**config.mk**
```make
export PLATFORM = sky130hd
export DESIGN_NAME = display_arbiter_flat
export DESIGN_NICKNAME = d
export VERILOG_FILES = /design/src/rtl/display_pkg.sv /design/src/rtl/display_arbiter_if.sv /design/src/rtl/rr_pick.sv /design/src/rtl/display_arbiter.sv /design/src/flat_wrapper.sv
export SDC_FILE = /design/constraint.sdc
export NUM_CORES = 1
export LEC_CHECK = 0
export CAP_MARGIN = 40
export CORE_AREA = 2 2 129 131
export CTS_CLUSTER_DIAMETER = 150
export DETAILED_ROUTE_END_ITERATION = 10
export DIE_AREA = 0 0 131 133
export GPL_TIMING_DRIVEN = 0
export HOLD_SLACK_MARGIN = 0.15
export PLACE_DENSITY = 0.75
export SYNTH_ARGS = -nofsm -noshare
export SYNTH_HDL_FRONTEND = slang
export SYNTH_SLANG_ARGS = --single-unit
```
**constraint.sdc**
```tcl
create_clock -name clk_video -period 2.8 [get_ports clk_video]
set_input_delay 0.28 -clock clk_video [delete_from_list [all_inputs] [get_ports clk_video]]
set_output_delay 0.28 -clock clk_video [all_outputs]
set_load 0.02 [all_outputs]
```
**src/rtl/display_pkg.sv**
```systemverilog
// Shared definitions for the display path: default field widths and the
// arbiter state encoding.
package display_pkg;

  localparam int SEG_W_DEF = 32;
  localparam int LED_W_DEF = 16;

  typedef enum logic {
    ST_IDLE  = 1'b0,
    ST_GRANT = 1'b1
  } arb_state_t;

endpackage

```
**src/rtl/display_arbiter_if.sv**
```systemverilog
// Producer-side bus of the display arbiter: per-source requests and data,
// plus the grant returned to the producers.
interface display_arbiter_if #(
  parameter int NUM_SRC = 4,
  parameter int SEG_W   = 32,
  parameter int LED_W   = 16
);
  localparam int IW = $clog2(NUM_SRC);

  // Handshake: req[i] is a level; a source is shown while gnt[i] is high.
  // gnt is one-hot (or zero when idle) and only changes on frame ticks,
  // so a source may drop req at any time and simply loses the slot at the
  // next tick.
  logic [NUM_SRC-1:0]       req;
  logic [NUM_SRC*SEG_W-1:0] src_segments;
  logic [NUM_SRC*LED_W-1:0] src_red;
  logic [NUM_SRC*LED_W-1:0] src_green;
  logic [NUM_SRC-1:0]       gnt;
  logic [IW-1:0]            cur_src;

  modport master (
    output req, src_segments, src_red, src_green,
    input  gnt, cur_src
  );

  modport slave (
    input  req, src_segments, src_red, src_green,
    output gnt, cur_src
  );

endinterface

```
**src/rtl/rr_pick.sv**
```systemverilog
// Combinational round-robin picker: first set req bit searching upward,
// with wrap, from start+1; start itself is the last candidate unless excluded.
module rr_pick #(
  parameter int NUM_SRC = 4
) (
  input  logic [NUM_SRC-1:0]         req,
  input  logic [$clog2(NUM_SRC)-1:0] start,
  input  logic                       excl_start,
  output logic                       found,
  output logic [$clog2(NUM_SRC)-1:0] idx
);
  localparam int IW = $clog2(NUM_SRC);

  int            cand;
  logic [IW-1:0] cand_idx;

  // Walk offsets from far to near so the nearest requester wins.
  always_comb begin
    found    = 1'b0;
    idx      = '0;
    cand     = 0;
    cand_idx = '0;
    for (int k = NUM_SRC; k >= 1; k--) begin
      cand = int'(start) + k;
      if (cand >= NUM_SRC) cand = cand - NUM_SRC;
      cand_idx = IW'(cand);
      if (req[cand_idx] && !(excl_start && k == NUM_SRC)) begin
        found = 1'b1;
        idx   = cand_idx;
      end
    end
  end

endmodule

```
**src/rtl/display_arbiter.sv**
```systemverilog
// Frame-synchronous round-robin arbiter feeding the display LEDs and
// seven-segment digits; ownership and shown data change only on vsync ticks.
module display_arbiter
  import display_pkg::*;
#(
  parameter int NUM_SRC      = 4,
  parameter int DWELL_FRAMES = 60,
  parameter int SEG_W        = SEG_W_DEF,
  parameter int LED_W        = LED_W_DEF,
  parameter bit VSYNC_POL    = 1'b0
) (
  input  logic               clk_video,
  input  logic               reset_n,
  input  logic               vsync,
  input  logic               hold,
  display_arbiter_if.slave   src_bus,
  output logic [SEG_W-1:0]   segments,
  output logic [LED_W-1:0]   red_leds,
  output logic [LED_W-1:0]   green_leds,
  output logic               frame_tick,
  output arb_state_t         state_dbg
);
  localparam int IW = $clog2(NUM_SRC);
  localparam int DW = (DWELL_FRAMES > 1) ? $clog2(DWELL_FRAMES) : 1;
  localparam logic [DW-1:0] DWELL_MAX = DW'(DWELL_FRAMES - 1);
  localparam logic [IW-1:0] LAST_RST  = IW'(NUM_SRC - 1);

  arb_state_t         state;
  logic               vsync_q;
  logic               tick;
  logic [IW-1:0]      owner;
  logic [IW-1:0]      last;
  logic [DW-1:0]      dwell;
  logic [NUM_SRC-1:0] gnt_q;

  logic          pick_found;
  logic [IW-1:0] pick_idx;
  logic          take;
  logic          drop;
  logic [IW-1:0] show_idx;
  logic [SEG_W-1:0] sel_seg;
  logic [LED_W-1:0] sel_red;
  logic [LED_W-1:0] sel_green;

  assign tick = (vsync == VSYNC_POL) && (vsync_q != VSYNC_POL);

  // In GRANT, last always equals the owner, so one picker serves both the
  // idle search (owner included) and rotation (owner excluded).
  rr_pick #(.NUM_SRC(NUM_SRC)) u_pick (
    .req        (src_bus.req),
    .start      (last),
    .excl_start (state == ST_GRANT),
    .found      (pick_found),
    .idx        (pick_idx)
  );

  always_comb begin
    take = 1'b0;
    drop = 1'b0;
    if (state == ST_IDLE) begin
      take = pick_found;
    end else if (!src_bus.req[owner]) begin
      take = pick_found;
      drop = !pick_found;
    end else if (!hold && dwell == DWELL_MAX && pick_found) begin
      take = 1'b1;
    end
    show_idx = take ? pick_idx : owner;
  end

  always_comb begin
    sel_seg   = '0;
    sel_red   = '0;
    sel_green = '0;
    for (int i = 0; i < NUM_SRC; i++) begin
      if (show_idx == IW'(i)) begin
        sel_seg   = src_bus.src_segments[i*SEG_W +: SEG_W];
        sel_red   = src_bus.src_red[i*LED_W +: LED_W];
        sel_green = src_bus.src_green[i*LED_W +: LED_W];
      end
    end
  end

  always_ff @(posedge clk_video or negedge reset_n) begin
    if (!reset_n) begin
      vsync_q    <= ~VSYNC_POL;
      frame_tick <= 1'b0;
      state      <= ST_IDLE;
      owner      <= '0;
      last       <= LAST_RST;
      dwell      <= '0;
      gnt_q      <= '0;
      segments   <= '0;
      red_leds   <= '0;
      green_leds <= '0;
    end else begin
      vsync_q    <= vsync;
      frame_tick <= tick;
      if (tick) begin
        if (take) begin
          state      <= ST_GRANT;
          owner      <= pick_idx;
          last       <= pick_idx;
          dwell      <= '0;
          gnt_q      <= {{(NUM_SRC-1){1'b0}}, 1'b1} << pick_idx;
          segments   <= sel_seg;
          red_leds   <= sel_red;
          green_leds <= sel_green;
        end else if (drop) begin
          state      <= ST_IDLE;
          owner      <= '0;
          dwell      <= '0;
          gnt_q      <= '0;
          segments   <= '0;
          red_leds   <= '0;
          green_leds <= '0;
        end else if (state == ST_GRANT) begin
          if (dwell != DWELL_MAX) dwell <= dwell + 1'b1;
          segments   <= sel_seg;
          red_leds   <= sel_red;
          green_leds <= sel_green;
        end
      end
    end
  end

  assign src_bus.gnt     = gnt_q;
  assign src_bus.cur_src = owner;
  assign state_dbg       = state;

endmodule

```
**src/flat_wrapper.sv**
```systemverilog
// flat-port wrapper written by rule: the top's interface ports become plain ports
module display_arbiter_flat import display_pkg::*;
#(
  parameter int NUM_SRC      = 4,
  parameter int DWELL_FRAMES = 60,
  parameter int SEG_W        = SEG_W_DEF,
  parameter int LED_W        = LED_W_DEF,
  parameter bit VSYNC_POL    = 1'b0
)
  (clk_video, reset_n, vsync, hold, segments, red_leds, green_leds, frame_tick, state_dbg, src_bus_req, src_bus_src_segments, src_bus_src_red, src_bus_src_green, src_bus_gnt, src_bus_cur_src);
  display_arbiter_if #(.NUM_SRC(NUM_SRC), .SEG_W(SEG_W), .LED_W(LED_W)) src_bus_i ();
  input  logic clk_video;
  input  logic reset_n;
  input  logic vsync;
  input  logic hold;
  output logic [SEG_W-1:0] segments;
  output logic [LED_W-1:0] red_leds;
  output logic [LED_W-1:0] green_leds;
  output logic frame_tick;
  output arb_state_t state_dbg;
  input wire logic [$bits(src_bus_i.req)-1:0] src_bus_req;
  input wire logic [$bits(src_bus_i.src_segments)-1:0] src_bus_src_segments;
  input wire logic [$bits(src_bus_i.src_red)-1:0] src_bus_src_red;
  input wire logic [$bits(src_bus_i.src_green)-1:0] src_bus_src_green;
  output wire logic [$bits(src_bus_i.gnt)-1:0] src_bus_gnt;
  output wire logic [$bits(src_bus_i.cur_src)-1:0] src_bus_cur_src;
  assign src_bus_i.req = src_bus_req;
  assign src_bus_i.src_segments = src_bus_src_segments;
  assign src_bus_i.src_red = src_bus_src_red;
  assign src_bus_i.src_green = src_bus_src_green;
  assign src_bus_gnt = src_bus_i.gnt;
  assign src_bus_cur_src = src_bus_i.cur_src;
  display_arbiter #(.NUM_SRC(NUM_SRC), .DWELL_FRAMES(DWELL_FRAMES), .SEG_W(SEG_W), .LED_W(LED_W), .VSYNC_POL(VSYNC_POL)) u_core (.clk_video(clk_video), .reset_n(reset_n), .vsync(vsync), .hold(hold), .src_bus(src_bus_i), .segments(segments), .red_leds(red_leds), .green_leds(green_leds), .frame_tick(frame_tick), .state_dbg(state_dbg));
endmodule
```
==> flow_summary.toml, run 1 <==
[sta]
fmax_mhz = 371
tightest_slew_ns = 0.575
skew_ns = 0.00428
fin_crit_ns = 2.69
finalSetupViolCount = 0
whs_ns = 0.383
slew_viol_final = 0
finalHoldViolCount = 0
min_period_over_period_pct = 96.2
rsz0062_at_grt = "false"
maxSlewHeadroom_pct = 61.7

[outcome]
status = "finished clean"

[setup_path]
r2r_slack_ns = 0.11
r2r-start = "u_core.last[0]"
cp-end-kind = "flop"
crit_required_ns = 3.01
cp_max_fo = 10
worst_r2r_path_depth = 9
r2r-end = "u_core.segments[27]"
crit_type = "reg2reg"
cp.arrival_ns = 2.91
cp-start-kind = "flop"

[route]
wirelength_mm = 20.2
dr.pass1.iters = 4
num_vias = 5328
drc = 0
avgRoutedWirePerCell_um = 19.4
vias_per_cell = 5.10
detail-route-antenna-nets = 0
drt_iter0_drc = 192

[pwr]
power_mw = 9.77
vdd_ir_drop_max_mv = 0.519
power.leakage_nw = 4.16
power_density_mw_per_mm2 = 1020

[clock_network]
cts_root_buf = "clkbuf_16"
clk_pin_slew_worst_paths_ns = 0.06
insertion_delay_ns = 0.34
cts_tree = "yes"
htree_levels = 3
cts_buffer_depth = 2
cts.sinks = 81
cts_buffers = 9

[logic_synthesis]
synth-compound-area-share_pct = 21.7
synth_cell_types = 49
synthAdderAreaFrac_pct = 0.227
ys_seq_elements = 81
synth_area_per_cell_um2 = 11.9
synthArstFlopShare_pct = 100
synth_xor_area_share_pct = 0.476
synthSimpleGateAreaFrac_pct = 8.01
synth_nets = 729
ys.flop_type = "dfrtp_1"
synthMuxAreaShare_pct = 25.0
synth_top_family_by_area = "multiplexers"
seq_area_frac_synth_pct = 36.8
syn_inst = 464
synth_edf_count = 0
ys_warn_count = 0
netlist_area_mm2 = 0.00552

[global_routing]
overflow = 0
grtUsageTotal_pct = 22.4
grt_pass1_wl_mm = 30.0
antenna_found_initial = 0
grt_pass1_vias = 5559
grt_max_degree = 42

[floorplanning]
die_x_um = 131
die_area_mm2 = 0.0174
die_h_um = 133
core-area_mm2 = 0.0162
ios = 336
num_rows = 47
initial_core_util_pct = 34.1

[cells_and_area]
multi_input_area_mm2 = 0.00311
design_area_mm2 = 0.00960
area_delta_synth_final_pct = 74.0
n_antenna_cell = 0
n_fill_cell = 1316
drive_gt1_share_pct = 17.5
ff_latch_area_mm2 = 0.00203
nNetsFinal = 1084
final_common_cell = "clkdlybuf4s50_1"
layout_common_cells = "clkdlybuf4s50_1 (332), mux2i_1 (118), dfrtp_1 (78)"

[worst_hold_path]
hold_path_end = "u_core.vsync_q"
holdPathStages = 1
hold_start = "vsync"
hold_path_class = "in2reg"

[placement]
port-buffer-count = 334
dpl-instance-area_mm2 = 0.00916
gp_congestion = 0.882
hpwlAfterDp_mm = 16.1

[run]
maxCapViolCount = 0
## registers in the layout (all words and copies together) (netlist names)
| signal | cells |
|---|---|
| u_core.frame_tick | 1 |
| u_core.green_leds | 16 |
| u_core.dwell | 6 |
| u_core.segments | 32 |
| u_core.state_dbg | 1 |
| u_core.src_bus.cur_src | 2 |
| u_core.vsync_q | 1 |
| u_core.red_leds | 16 |
| u_core.last | 2 |
| u_core.src_bus.gnt | 4 |
## metrics by stage
step	setup TNS [ns]	instances	setup WS, ns	util (%)
floorplan	0	464	0.231	-
global placement	-142.51	1018	-1.53	56.5
detailed placement	-23.00	1020	-0.411	56.6
CTS	-0.00413	1043	-0.00413	59.0
global route	0	1044	0.00301	59.4
finish	0	1044	0.105	59.4
## where the power goes
group / switching (mW) / internal, mW / total, mW / leakage [nW]
logic: 3.17 / 3.40 / 6.58 / 2.99
clock network: 0.463 / 0.737 / 1.20 / 0.150
registers: 0.311 / 1.68 / 1.99 / 1.02
## logic make-up (layout without fill, tap and decap cells)
logic type	count (synthesis)	count (layout)
mux	134	134
simple gates	103	103
compound gates	101	101
flops	81	81
buf+inv	41	401
xor+xnor	3	3
fa+ha+maj	1	1
## cell usage after synthesis (5+ instances only)
master | number | area (µm²)
a21oi_1 | 6 | 30.0
buf_12 | 13 | 260
buf_2 | 8 | 40.0
buf_4 | 6 | 45.0
clkbuf_1 | 5 | 18.8
dfrtp_1 | 78 | 1950
mux2i_1 | 128 | 1280
nand2_1 | 76 | 285
nor2_1 | 9 | 33.8
o21ai_0 | 12 | 60.1
o221ai_1 | 8 | 70.1
o221ai_2 | 56 | 841
## worst max path at each step
| stage | startpoint | end | slack, ns |
|---|---|---|---|
| CTS | u_core.last[0] | u_core.segments[27] | -0.004 |
| finish | u_core.last[0] | u_core.segments[27] | 0.11 |
| detailed placement | src_bus_req[3] | u_core.green_leds[13] | -0.41 |
| floorplan | u_core.src_bus.cur_src[0] | u_core.green_leds[0] | 0.23 |
| global placement | reset_n | u_core.green_leds[0] | -1.53 |
| global route | u_core.last[0] | u_core.green_leds[5] | 0.003 |
## worst max-delay path, stage by stage (launching register included)
cell,delay (ns)
dfstp_2,0.56
mux4_2,0.54
o22ai_4,0.19
o21a_4,0.20
nor2_4,0.05
mux2i_4,0.21
buf_12,0.21
buf_12,0.16
mux2i_2,0.30
o221ai_2,0.13
## area by class of cell
| class | count | share of cell area (%) |
|---|---|---|
| multi-input cells | 342 | 32.4 |
| clock inverters | 3 | 0.417 |
| plain buffers | 37 | 4.38 |
| repair buffers | 344 | 35.9 |
| clock buffers | 13 | 2.71 |
| well taps | 220 | 2.87 |
| inverters | 4 | 0.156 |
| flip-flops and latches | 81 | 21.2 |
## per-layer routing
layer	wire length, µm	global-route usage, %	up-vias
met1	8180	27.4	2580
met4	476	7.86	0
li1	-	-	2498
met2	10300	39.1	215
met3	1300	3.92	35
met5	0	0	-
## repair_timing
| item | 4_1_cts | 5_1_grt |
|---|---|---|
| endpoints found under the setup margin | 61 | 64 |
| hold buffers | 1 | 0 |
| buffers inserted | 6 | 1 |
| hold endpoints to repair | 40 | 0 |
| pin swaps | 0 | 1 |
| gates resized for setup | 6 | 11 |
(Power assumes the default switching activity.)
==> run 2, diff against run 1 <==
--- a/config.mk
+++ b/config.mk
@@ -12,6 +12,7 @@
 export DIE_AREA = 0 0 131 133
 export GPL_TIMING_DRIVEN = 0
 export HOLD_SLACK_MARGIN = 0.15
+export MAX_ROUTING_LAYER = met4
 export PLACE_DENSITY = 0.75
 export SYNTH_ARGS = -nofsm -noshare
 export SYNTH_HDL_FRONTEND = slang
==> run 2 against run 1 <==
  * Wire length down 0.14%
  * Worst setup slack worse by 0.024 ns
  * Sequential power about the same
  * Clock-buffer cell count up 2
  * Sequential cell count unchanged
  * Sequential share of layout area up 0.055 points
  * Cell count unchanged
  * Largest cell class unchanged
  * Largest power group unchanged
==> flow_summary.toml, run 2 (synthesis results as in run 1) <==
[cells_and_area]
layout_common_cells = "clkdlybuf4s50_1 (333), mux2i_1 (122), dfrtp_1 (78)"
nNetsFinal = 1084
largest_reg_flops = 32
reg.largest.list = "u_core.segments x32, u_core.green_leds x16, u_core.red_leds x16"
largest-register = "u_core.segments"
final_common_cell = "clkdlybuf4s50_1"
n_antenna_cell = 0
n_fill_cell = 1332
fin_util_pct = 59.2
drive_gt1_share_pct = 16.6
area_delta_synth_final_pct = 73.6
design_area_mm2 = 0.00958

[sta]
min_period_over_period_pct = 97.1
rsz0062_at_grt = "true"
finalHoldViolCount = 0
timing.final.ws_setup_ns = 0.0808
whs_ns = 0.372
maxSlewHeadroom_pct = 60.8
fin_crit_ns = 2.72
skew_ns = 0.00666
finalSetupTns_ns = 0
tightest_slew_ns = 0.583
slew_viol_final = 0
fmax_mhz = 368
finalSetupViolCount = 0

[setup_path]
cp-start-kind = "flop"
cp_max_fo = 10
worst_r2r_path_depth = 9
crit_required_ns = 3.00
cp.arrival_ns = 2.92
r2r-end = "u_core.segments[5]"
r2r_slack_ns = 0.08
r2r-start = "u_core.last[0]"
crit_type = "reg2reg"
cp-end-kind = "flop"

[floorplanning]
die_area_mm2 = 0.0174
die_x_um = 131
num_rows = 47
ios = 336
core-area_mm2 = 0.0162
die_h_um = 133
initial_core_util_pct = 34.1

[clock_network]
cts_buffer_depth = 2
cts.sinks = 81
cts_root_buf = "clkbuf_16"
cts_tree = "yes"
htree_levels = 3
clk_pin_slew_worst_paths_ns = 0.06
insertion_delay_ns = 0.34
cts_buffers = 9

[global_routing]
antenna_found_initial = 0
grt_pass1_vias = 5647
use_met2_pct = 40.2
grt-busiest-layer = "met2"
overflow = 0
grt_max_degree = 43
grt.met1_usage_pct = 27.4
grt_pass1_wl_mm = 30.4
grtUsageTotal_pct = 23.3
met3_usage_pct = 3.72

[pwr]
vdd_ir_drop_max_mv = 0.531
power_density_mw_per_mm2 = 1010
power.leakage_nw = 4.15

[worst_hold_path]
holdPathStages = 1
hold_start = "vsync"
hold_path_class = "in2reg"
hold_path_end = "u_core.vsync_q"

[outcome]
status = "finished clean"

[placement]
pre_cts_ws_ns = -0.398
port-buffer-count = 334
gp_congestion = 0.896
hpwlAfterDp_mm = 16.3
dpl-instance-area_mm2 = 0.00916

[route]
num_vias = 5278
vias_per_cell = 5.06
avgRoutedWirePerCell_um = 19.3
wirelength_mm = 20.2
dr.pass1.iters = 4
detail-route-antenna-nets = 0
drt_iter0_drc = 156
drc = 0

[run]
maxCapViolCount = 0
==> run 2: repair_timing <==
item	4_1_cts	5_1_grt
pin swaps	0	1
setup buffers	6	1
gates cloned	0	0
resized for setup	5	10
endpoints found under the hold margin	41	0
hold buffers	1	0
setup endpoints to repair	61	63
==> run 2: routing by layer <==
layer,wire length [µm],share of wire (%),up-vias
met5,0,0,-
met4,496,2.5,0
met3,1290,6.4,41
met2,10300,51,210
met1,8100,40,2528
li1,-,-,2499
==> run 2: final cells by class <==
class / instances / area [µm²] / area share (%)
Clock buffer: 15 / 258 / 2.69
Clock inverter: 1 / 5.00 / 0.0523
Multi-Input combinational cell: 342 / 3110 / 32.4
Buffer: 37 / 425 / 4.44
Tap cell: 220 / 275 / 2.87
Timing Repair Buffer: 344 / 3460 / 36.1
Sequential cell: 81 / 2030 / 21.2
Inverter: 4 / 15.0 / 0.157
==> run 2: how the worst max path moves through the flow <==
stage	from	endpoint	slack, ns	depth (start not counted)
floorplan	u_core.src_bus.cur_src[0]	u_core.green_leds[0]	0.23	8
global placement	reset_n	u_core.green_leds[2]	-1.54	1
CTS	u_core.last[0]	u_core.red_leds[5]	0.006	9
finish	u_core.last[0]	u_core.segments[5]	0.08	9
global route	u_core.last[0]	u_core.green_leds[11]	-0.003	9
detailed placement	src_bus_req[3]	u_core.green_leds[11]	-0.40	9
==> run 2: critical path, stage by stage, from the launching register on <==
cell      delay [ns]
dfstp_2         0.56
mux4_2          0.53
o22ai_4         0.19
o21a_4          0.20
nor2_4          0.05
mux2i_4         0.22
buf_12          0.21
buf_12          0.16
mux2i_1         0.32
o221ai_2        0.13
==> run 2: through the flow <==
step | cells | power, mW
4_1_cts | 1043 | 9.66
6_report | 1044 | 9.66
3_5_place_dp | 1020 | 8.40
2_1_floorplan | 464 | 6.22
3_3_place_gp | 1018 | 8.26
5_1_grt | 1044 | 10.2
==> run 2: where the power goes <==
part	switching (mW)	internal (mW)	total, mW
sequential	0.317	1.68	2.00
clock	0.459	0.626	1.08
combinational	3.17	3.41	6.57
==> run 3, diff against run 2 <==
--- a/config.mk
+++ b/config.mk
@@ -5,7 +5,6 @@
 export SDC_FILE = /design/constraint.sdc
 export NUM_CORES = 1
 export LEC_CHECK = 0
-export CAP_MARGIN = 40
 export CORE_AREA = 2 2 129 131
 export CTS_CLUSTER_DIAMETER = 150
 export DETAILED_ROUTE_END_ITERATION = 10
==> run 3 against run 2 <==
  * Register-to-register slack better by 0.04 ns
  * Combinational power is 2% higher
  * Wire length grew 0.59%
  * Critical endpoint is now u_core.segments[28]
  * Sequential cell count stayed put
  * Critical path type unchanged
  * Power rose by 2.2%
  * Die area stayed put
  * First-iteration DRC count grew 60%
  * Via count down 0.13%
  * Hold slack gained 0.0077 ns
==> flow_summary.toml, run 3 (synthesis results as in run 1) <==
[outcome]
status = "finished clean"

[pwr]
seqPwrFrac_pct = 20.3
power.leakage_nw = 4.15
switching_share_pct = 40.4
p_sw_mw = 3.99
power_density_mw_per_mm2 = 1020
p_int_mw = 5.89
vdd_ir_drop_max_mv = 0.554
combPwrFrac_pct = 67.8
pwr-share-clk_pct = 11.9

[sta]
fin_crit_ns = 2.68
fmax_mhz = 373
skew_ns = 0.00501
finalHoldViolCount = 0
maxSlewHeadroom_pct = 57.9
finalSetupTns_ns = 0
min_period_over_period_pct = 95.8
tightest_slew_ns = 0.632
finalSetupViolCount = 0
slew_viol_final = 0
rsz0062_at_grt = "true"

[clock_network]
cts_buffers = 9
clk_pin_slew_worst_paths_ns = 0.06
insertion_delay_ns = 0.34
cts.sinks = 81
cts_buffer_depth = 2
cts_tree = "yes"
htree_levels = 3
cts_root_buf = "clkbuf_16"

[setup_path]
critPathLaunch = "u_core.last[0]"
cp.buffers_inverters = 2
cp_max_fo = 10
r2r_slack_ns = 0.12
cp.depth = 9
cp-start-kind = "flop"
r2r-start = "u_core.last[0]"
cp-end-kind = "flop"
crit_type = "reg2reg"
r2r-end = "u_core.segments[28]"
path_cells = "mux4_2, o22ai_4, o21a_4, nor2_4, mux2i_4, buf_12, buf_12, mux2i_1, o221ai_2"
crit_path_top_delay_cell = "dfstp_2"
crit_family = "multiplexers"
crit_end = "u_core.segments[28]"
crit_required_ns = 3.02
cpMostUsedCell = "buf_12"
slowest_delay_ns = 0.56
cp.arrival_ns = 2.90
worst_r2r_path_depth = 9

[floorplanning]
die_area_mm2 = 0.0174
die_h_um = 133
num_rows = 47
ios = 336
die_x_um = 131
initial_core_util_pct = 34.1
core-area_mm2 = 0.0162

[global_routing]
grt_pass1_vias = 5605
grt.met1_usage_pct = 27.1
met3_usage_pct = 4.81
antenna_found_initial = 0
use_met2_pct = 40.5
grt_pass1_wl_mm = 30.3
grtUsageTotal_pct = 23.3
grt_max_degree = 43
grt-busiest-layer = "met2"
overflow = 0

[route]
detail-route-antenna-nets = 0
num_vias = 5271
drc = 0
vias_per_cell = 5.05
drt_iter0_drc = 249
avgRoutedWirePerCell_um = 19.5
dr.pass1.iters = 4
wirelength_mm = 20.3

[cells_and_area]
ff_latch_area_mm2 = 0.00203
design_area_mm2 = 0.00968
reg.largest.list = "u_core.segments x32, u_core.green_leds x16, u_core.red_leds x16"
largest-register = "u_core.segments"
n_fill_cell = 1340
layout_common_cells = "clkdlybuf4s50_1 (333), mux2i_1 (112), dfrtp_1 (78)"
nNetsFinal = 1084
drive_gt1_share_pct = 18.2
multi_input_area_mm2 = 0.00317
n_antenna_cell = 0
area_delta_synth_final_pct = 75.5
largest_reg_flops = 32
final_common_cell = "clkdlybuf4s50_1"

[worst_hold_path]
holdPathStages = 1
hold_path_class = "in2reg"

[placement]
gp_congestion = 0.896
dpl-instance-area_mm2 = 0.00915
hpwlAfterDp_mm = 16.2
port-buffer-count = 334

[run]
maxCapViolCount = 0
## run 3: cell count changes in the layout (fill, tap and decap cells not counted), moves of 2 or more
cell / change
mux2i_4: +3
buf_6: +4
mux2i_1: -10
clkbuf_4: +2
buf_4: -2
clkbuf_1: -2
buf_2: -3
mux2i_2: +7
## run 3: repair_timing
item,in CTS,in global routing
gates resized for setup,7,31
endpoints found under the hold margin,41,0
endpoints found under the setup margin,61,63
cloned,0,0
hold buffers,1,0
pin swaps,0,1
buffers inserted,7,1
## run 3: how the worst min path moves through the flow
stage | from | to | slack (ns)
global placement | u_core.src_bus.gnt[0] | u_core.src_bus.gnt[0] | 0.47
finish | vsync | u_core.vsync_q | 0.38
CTS | vsync | u_core.vsync_q | 0.37
global route | vsync | u_core.vsync_q | 0.39
floorplan | reset_n | u_core.dwell[0] | -0.02
detailed placement | reset_n | u_core.segments[11] | 0.31
## run 3: worst register-to-register path, cell delays in order (launching register included)
cell,delay (ns)
dfstp_2,0.56
mux4_2,0.53
o22ai_4,0.20
o21a_4,0.20
nor2_4,0.05
mux2i_4,0.21
buf_12,0.21
buf_12,0.17
mux2i_1,0.30
o221ai_2,0.12
## run 3: through the flow
step                power (mW)  hold slack (ns)  instances  util (%)  setup slack, ns
detailed placement        8.40            0.308       1019      56.6           -0.513
floorplan                 6.22          -0.0156        464         -            0.231
finish                    9.87            0.380       1044      59.9            0.117
global placement          8.26            0.468       1018      56.5            -1.54
global route              10.4            0.394       1044      59.9          -0.0238
CTS                       9.77            0.369       1043      59.1           0.0102
## run 3: final cells by class
type / instances / share of cell area, %
timing repair buffer: 344 / 35.6
multi-input combinational: 342 / 32.8
sequential: 81 / 21.0
buffer: 37 / 4.67
tap: 220 / 2.84
clock buffer: 13 / 2.58
clock inverter: 3 / 0.414
inverter: 4 / 0.155
## run 3: metal layers
| layer | vias to the layer above | wire length (µm) |
|---|---|---|
| met5 | - | 0 |
| met4 | 0 | 434 |
| met3 | 32 | 1510 |
| met2 | 217 | 10300 |
| met1 | 2532 | 8040 |
| li1 | 2490 | - |
## run 3: power groups by stage
stage / sequential [mW] / clock [mW] / combinational, mW
after floorplan: 2.53 / 0 / 3.69
after global placement: 1.98 / 0 / 6.28
after detailed placement: 2.01 / 0 / 6.39
after CTS: 2.00 / 1.21 / 6.56
after global routing: 2.06 / 1.26 / 7.07
final: 2.00 / 1.18 / 6.70
